### config.mk
export PLATFORM = sky130hd
export DESIGN_NAME = io_out_buffer
export DESIGN_NICKNAME = d
export VERILOG_FILES = /design/src/rtl/io_out_buffer.sv
export SDC_FILE = /design/constraint.sdc
export NUM_CORES = 1
export LEC_CHECK = 0
export BUFFER_PORTS_ARGS = -buffer_cell sky130_fd_sc_hd__buf_2
export CAP_MARGIN = 10
export CORE_AREA = 2 2 134 103
export DETAILED_ROUTE_END_ITERATION = 7
export DIE_AREA = 0 0 136 105
export HOLD_SLACK_MARGIN = 0.08
export PLACE_DENSITY = 0.49
export SKIP_LAST_GASP = 1
export SLEW_MARGIN = 20
export SYNTH_ARGS = -nofsm -noshare
export SYNTH_HDL_FRONTEND = slang
export SYNTH_SLANG_ARGS = --single-unit
### constraint.sdc
create_clock -name clk -period 7.9 [get_ports clk]
set_clock_uncertainty 0.05 [all_clocks]
set_input_delay 1.58 -clock clk [delete_from_list [all_inputs] [get_ports clk]]
set_output_delay 1.58 -clock clk [all_outputs]
set_load 0.02 [all_outputs]
### src/rtl/io_out_buffer.sv
// Output buffer between a processor's four-phase out port and an external device:
// a two-state capture FSM feeding a first-word-fall-through FIFO.
module io_out_buffer #(
   parameter int DATA_WIDTH = 8,
   parameter int DEPTH_LOG2 = 3
) (
   input  logic                  clk,
   input  logic                  reset,
   input  logic [DATA_WIDTH-1:0] cpu_data,
   input  logic                  cpu_ready,
   output logic                  cpu_ack,
   input  logic                  flush,
   output logic [DATA_WIDTH-1:0] dev_data,
   output logic                  dev_valid,
   input  logic                  dev_ready,
   output logic [DEPTH_LOG2:0]   count,
   output logic                  full,
   output logic                  empty
);

   localparam logic [0:0]            ST_IDLE   = 1'b0;
   localparam logic [0:0]            ST_ACKING = 1'b1;
   localparam logic [DEPTH_LOG2-1:0] L_PTR_ONE = DEPTH_LOG2'(1);
   localparam logic [DEPTH_LOG2:0]   L_CNT_ONE = (DEPTH_LOG2+1)'(1);
   localparam logic [DEPTH_LOG2:0]   L_DEPTH   = (DEPTH_LOG2+1)'(2**DEPTH_LOG2);

   logic [DATA_WIDTH-1:0] r_mem [2**DEPTH_LOG2];
   logic [0:0]            r_state;
   logic                  r_cpu_ack;
   logic [DEPTH_LOG2-1:0] r_wr_ptr;
   logic [DEPTH_LOG2-1:0] r_rd_ptr;
   logic [DEPTH_LOG2:0]   r_count;

   logic [0:0]            w_state_nxt;
   logic [DEPTH_LOG2:0]   w_count_nxt;
   logic                  w_full;
   logic                  w_empty;
   logic                  w_push;
   logic                  w_pop;

   assign w_full  = (r_count == L_DEPTH);
   assign w_empty = (r_count == {(DEPTH_LOG2+1){1'b0}});
   // Acceptance only from IDLE, so a long cpu_ready high produces a single write.
   assign w_push  = (r_state == ST_IDLE) && cpu_ready && !w_full && !flush;
   assign w_pop   = !w_empty && dev_ready && !flush;

   assign cpu_ack   = r_cpu_ack;
   assign dev_valid = !w_empty;
   assign dev_data  = r_mem[r_rd_ptr];
   assign count     = r_count;
   assign full      = w_full;
   assign empty     = w_empty;

   // Capture FSM next state; flush never changes state.
   always_comb begin
      w_state_nxt = r_state;
      case (r_state)
         ST_IDLE: begin
            if (w_push) w_state_nxt = ST_ACKING;
            else        w_state_nxt = ST_IDLE;
         end
         ST_ACKING: begin
            if (!cpu_ready) w_state_nxt = ST_IDLE;
            else            w_state_nxt = ST_ACKING;
         end
         default: w_state_nxt = ST_IDLE;
      endcase
   end

   // Occupancy next value; flush wins over push and pop.
   always_comb begin
      w_count_nxt = r_count;
      if (flush) begin
         w_count_nxt = {(DEPTH_LOG2+1){1'b0}};
      end else begin
         case ({w_push, w_pop})
            2'b10:   w_count_nxt = r_count + L_CNT_ONE;
            2'b01:   w_count_nxt = r_count - L_CNT_ONE;
            default: w_count_nxt = r_count;
         endcase
      end
   end

   // Control state, acknowledge and pointers.
   always_ff @(posedge clk or negedge reset) begin
      if (!reset) begin
         r_state   <= ST_IDLE;
         r_cpu_ack <= 1'b0;
         r_wr_ptr  <= {DEPTH_LOG2{1'b0}};
         r_rd_ptr  <= {DEPTH_LOG2{1'b0}};
         r_count   <= {(DEPTH_LOG2+1){1'b0}};
      end else begin
         r_state   <= w_state_nxt;
         r_cpu_ack <= (w_state_nxt == ST_ACKING);
         r_count   <= w_count_nxt;
         if (flush) begin
            r_wr_ptr <= {DEPTH_LOG2{1'b0}};
            r_rd_ptr <= {DEPTH_LOG2{1'b0}};
         end else begin
            if (w_push) r_wr_ptr <= r_wr_ptr + L_PTR_ONE;
            if (w_pop)  r_rd_ptr <= r_rd_ptr + L_PTR_ONE;
         end
      end
   end

   // Storage array is deliberately left out of reset.
   always_ff @(posedge clk) begin
      if (w_push) r_mem[r_wr_ptr] <= cpu_data;
   end

endmodule
# Word-level counts from Yosys, hierarchy flattened
# Memory sizes are Yosys's and may differ from the RTL's.
# Cells that the tools add are included.
dict set report totals {
  register_bits 11
  ram_bits 64
  in_bits 13
  output_inout_bits 16
  elab_cells 35
  memories 1
}
dict set report classes {
  add_sub_neg 4
  n_eq_ne 3
  n_mux 10
  bitwise 1
  reduce_logical 12
}
# memory words word_bits read_ports rd_ports_with_merged_regs write_ports line_no
set mem_list {}
lappend mem_list {r_mem 8 8 1 0 1 27} ;# logic [DATA_WIDTH-1:0] r_mem [2**DEPTH_LOG2];
# op count
set op_table {}
lappend op_table {{3-bit 2-to-1 mux} 4}
lappend op_table {{4-bit case mux with 2 select lines} 1}
lappend op_table {{3-bit by 1-bit adder with 3-bit output, second input constant} 2}
lappend op_table {{1-bit logical AND} 5}
lappend op_table {{4-bit by 1-bit adder with 4-bit output, second input constant} 1}
lappend op_table {{4-bit equality test, second input constant} 1}
lappend op_table {{4-bit zero test} 1}
lappend op_table {{4-bit 2-to-1 mux} 1}
lappend op_table {{2-bit nonzero test} 2}
lappend op_table {{4-bit by 1-bit subtractor with 4-bit output, second input constant} 1}
lappend op_table {{1-bit zero test} 3}
lappend op_table {{1-bit 2-to-1 mux} 3}
lappend op_table {{3-bit nonzero test} 1}
lappend op_table {{2-bit by 1-bit equality test with 1-bit output, second input constant} 1}
lappend op_table {{2-bit equality test, second input constant} 1}
lappend op_table {{1-bit case mux with 2 select lines} 1}
lappend op_table {{1-bit NOT} 1}

# Depth between registers and ports, before layout
dict set report logic_depth {
  ltp_word 7
  ltp_mapped 9
  mapped_depth_nobuf 9
}

# Least setup slack after synthesis
# Ideal clock, no wire load.
dict set report synth_timing {
  kind {input to register}
  from {in flush}
  to {reg r_count[3] (netlist: count[3])}
  setup_ns 0.135
  arrival_time_ns 3.114
  required_time_ns 7.715
  slack_ns 4.600
  stages 8
  path_buffers 2
  cell_sequence {clkbuf_1 -> clkbuf_1 -> nor2_1 -> ha_1 -> a21oi_1 -> a21boi_0 -> mux2i_1 -> o311ai_1}
}
dict set report synth_via {
  elab_chain_cells 5
  word_cells_on_any_way 8
  cone_classes {eq/ne: 2; mux: 2; reduce/logical: 4}
}
# element line_no
set synth_lines {}
lappend synth_lines {{start, declared} 12} ;# input logic flush,
lappend synth_lines {{1-bit zero test} {44, 45}}
lappend synth_lines {{1-bit logical AND (on tied branches)} {45, 44}}
lappend synth_lines {{2-bit by 1-bit equality test with 1-bit output or 2-bit equality test (tied branches)} 76} ;# case ({w_push, w_pop})
lappend synth_lines {{4-bit case mux with 2 select lines} 76}
lappend synth_lines {{4-bit 2-to-1 mux} 73} ;# if (flush) begin
lappend synth_lines {{end signal, assigned} 91} ;# r_count <= {(DEPTH_LOG2+1){1'b0}};
lappend synth_lines {{end signal, assigned} 95} ;# r_count <= w_count_nxt;
lappend synth_lines {{end, declared} 32} ;# logic [DEPTH_LOG2:0] r_count;
# Several ways; a longest one is shown, not always the timed one.
# A chain may end at the register's enable or synchronous reset.

# Worst setup path in the final report
dict set report layout_timing {
  from {reg r_rd_ptr[0]}
  to {out dev_data[1]}
}
dict set report layout_via {
  elab_chain_cells 1
}
# element line_no
set layout_lines {}
lappend layout_lines {{start, declared} 31} ;# logic [DEPTH_LOG2-1:0] r_rd_ptr;
lappend layout_lines {{start signal, assigned} 90} ;# r_rd_ptr <= {DEPTH_LOG2{1'b0}};
lappend layout_lines {{start signal, assigned} 98} ;# r_rd_ptr <= {DEPTH_LOG2{1'b0}};
lappend layout_lines {{start signal, assigned} 101} ;# if (w_pop) r_rd_ptr <= r_rd_ptr + L_PTR_ONE;
lappend layout_lines {{memory read 8 x 8 bit} --}
lappend layout_lines {{end, declared} 13} ;# output logic [DATA_WIDTH-1:0] dev_data,
# Every way passes these cells.

==> out/metrics.cfg <==
[global_routing]
grt-ovfl-total = 0
grtUsageTotal = 0.0979
grt_pass1_vias = 1676
grt_pass1_wl_um = 10000
grt_max_degree = 19
antenna_found_initial = 0

[pwr]
powerDensity_mw_per_mm2 = 335
ir_drop_uv = 128
leakagePower_nw = 1.34
p_int_uw = 940
p_sw_frac = 0.282
power_frac_seq = 0.381
pwr-share-comb = 0.248
pwr-share-clk = 0.371
p_sw_uw = 369

[clock_tree]
cts_setup_buffers = 0
cts_resized = 0
cts_htree_levels = 3
cts_buffers = 9
max-clock-path-buffers = 2
root_buffer = clkbuf_16
clk_latency_ps = 330
hold_buffers = 0
cts_sinks = 75
cts_tree = done
clk_transition_reported_paths_ps = 60

[synth]
syn_nets = 195
synth.distinct_cells = 41
synth_edf_count = 64
synth_warnings = 0
seq_area_frac_synth = 0.691
synth.avg_cell_area_um2 = 18.0
synth_cells = 177
yosys_register_bits = 75
syn-cell-area_mm2 = 0.00318
synth_flop_cell = edfxtp_1
synthArstFlopShare = 0.147

[die]
start_util = 0.247
die-area_mm2 = 0.0143
rows = 36
io_pins = 29
die_x_um = 136
core-area_mm2 = 0.0129
die_h_um = 105

[run]
max_cap_violations = 0

[critical_path]
r2r_start = count[1]
startpoint = r_rd_ptr[0]
critPathLaunchType = register
cp_max_fo = 13
regToRegSetupSlack_ps = 5070
end_kind = output port
worstPathArrival_ps = 2210
criticalPathCategory = register to output port
crit_required_ps = 6270

[layout]
n_antenna_cell = 0
final_nets = 233
syn2layout_area_growth_pct = 22.9
drive_gt1_frac = 0.377
finalNonFillerCells = 391

[timing]
fin_setup_tns_ps = 0
hold_viol = 0
min_period_ps = 3840
report.final.slew_viol_count = 0
finalCritPeriodShare = 0.487
fmaxAchievable_mhz = 260
rsz0062_at_grt = false
slew_headroom = 0.313
finalSetupViolations = 0
worstMarginPinSlew_ps = 1030

[routing]
detail-route-antenna-nets = 0
wl_per_cell_um = 16.8
route.vias.total = 1706
drt_iter0_drc = 115
route.detailed.drc = 0
routed_wl_um = 6580
dr.pass1.iters = 4
vias_per_cell = 4.36

[min_path]
hold_class = register to register
min-delay-start = cpu_ack

[placement]
hpwlAfterDp_um = 4170
dp_cells = 375
gp_congestion = 0.698
portBuffers = 28

[outcome]
status = finished, final reports clean

cell usage after synthesis, types with 2 or more instances:
library cell / n / area, µm²
nor2_1: 12 / 45.0
edfxtp_1: 64 / 1920
clkbuf_1: 2 / 7.51
mux2_2: 8 / 90.1
nand3_1: 4 / 20.0
nor3_1: 5 / 25.0
o21ai_0: 3 / 15.0
ha_1: 4 / 50.1
a21oi_1: 6 / 30.0
dfrtp_1: 11 / 275
xor2_1: 3 / 26.3
xnor2_1: 2 / 17.5
nand2_1: 9 / 33.8
mux4_2: 16 / 360
buf_1: 2 / 7.51
cell families after synthesis:
logic type,Yosys count,share of synthesized area
compound gates,15,0.0354
fa+ha+maj,5,0.0220
mux,25,0.145
flops,75,0.691
simple gates,43,0.0771
buf+inv,9,0.0161
xor+xnor,5,0.0138
critical path, cell delays in order (launching register included):
cell and delay, ps:
dfrtp_1 530, buf_4 360, mux4_2 540, mux2_2 290
buf_2 160
routing by layer:
metal  wire length (µm)  vias to the layer above  GRT usage
met5                  0                        -          0
met3                317                        7     0.0374
met2               3000                       38      0.139
met1               3210                      883      0.139
li1                   -                      778          -
met4                 47                        0     0.0290
metrics by stage:
stage / cell area [µm²] / total power [mW] / hold slack, ps / util / setup slack [ps]
5_1_grt: 3910 / 1.37 / 545 / 0.304 / 3920
3_5_place_dp: 3550 / 0.836 / 459 / 0.276 / 4270
6_report: 3910 / 1.31 / 474 / 0.304 / 4060
3_3_place_gp: 3550 / 0.835 / 452 / 0.276 / 4340
4_1_cts: 3910 / 1.33 / 473 / 0.304 / 3990
2_1_floorplan: 3180 / 0.745 / 528 / - / 4600
layout make-up:
cell class	instances	area, µm²
tap	171	214
inverter	2	12.5
clock buffer	10	229
clock inverter	6	128
multi-input combinational	93	945
sequential	75	2200
timing repair buffer	34	185
fill	1285	8970
worst paths after layout:
| check | endpoint | cells past startpoint |
|---|---|---|
| worst max-delay path | dev_data[1] | 4 |
| worst min-delay path | cpu_ack | 1 |
| worst max register to register | count[3] | 9 |
| worst min register to register | cpu_ack | 1 |
| max in group asynchronous | r_rd_ptr[2] | 1 |
| min in group asynchronous | r_rd_ptr[0] | 1 |
power groups by stage:
stage	clock network, mW	registers (mW)	logic (mW)
2_1_floorplan	0	0.499	0.246
3_3_place_gp	0	0.507	0.328
3_5_place_dp	0	0.508	0.328
4_1_cts	0.499	0.499	0.330
5_1_grt	0.512	0.505	0.356
6_report	0.486	0.499	0.324
state kept, by name, indices dropped and copies added, names as in the netlist:
signal    flops
r_mem        64
count         4
r_rd_ptr      3
r_wr_ptr      3
cpu_ack       1
cells in the final DEF, fill, tap and decap left out, types with 2 or more instances in the layout:
| cell type | instances |
|---|---|
| clkbuf_16 | 9 |
| nor2_1 | 12 |
| ha_1 | 4 |
| a21oi_1 | 6 |
| bufinv_16 | 4 |
| nand3_1 | 4 |
| buf_2 | 28 |
| nor3_1 | 5 |
| xor2_1 | 3 |
| nand2_1 | 9 |
| clkinv_1 | 2 |
| buf_4 | 6 |
| xnor2_1 | 2 |
| dfrtp_1 | 11 |
| o21ai_0 | 3 |
| mux4_2 | 16 |
| edfxtp_1 | 64 |
| mux2_2 | 8 |
Power figures use the tool's default switching activity.
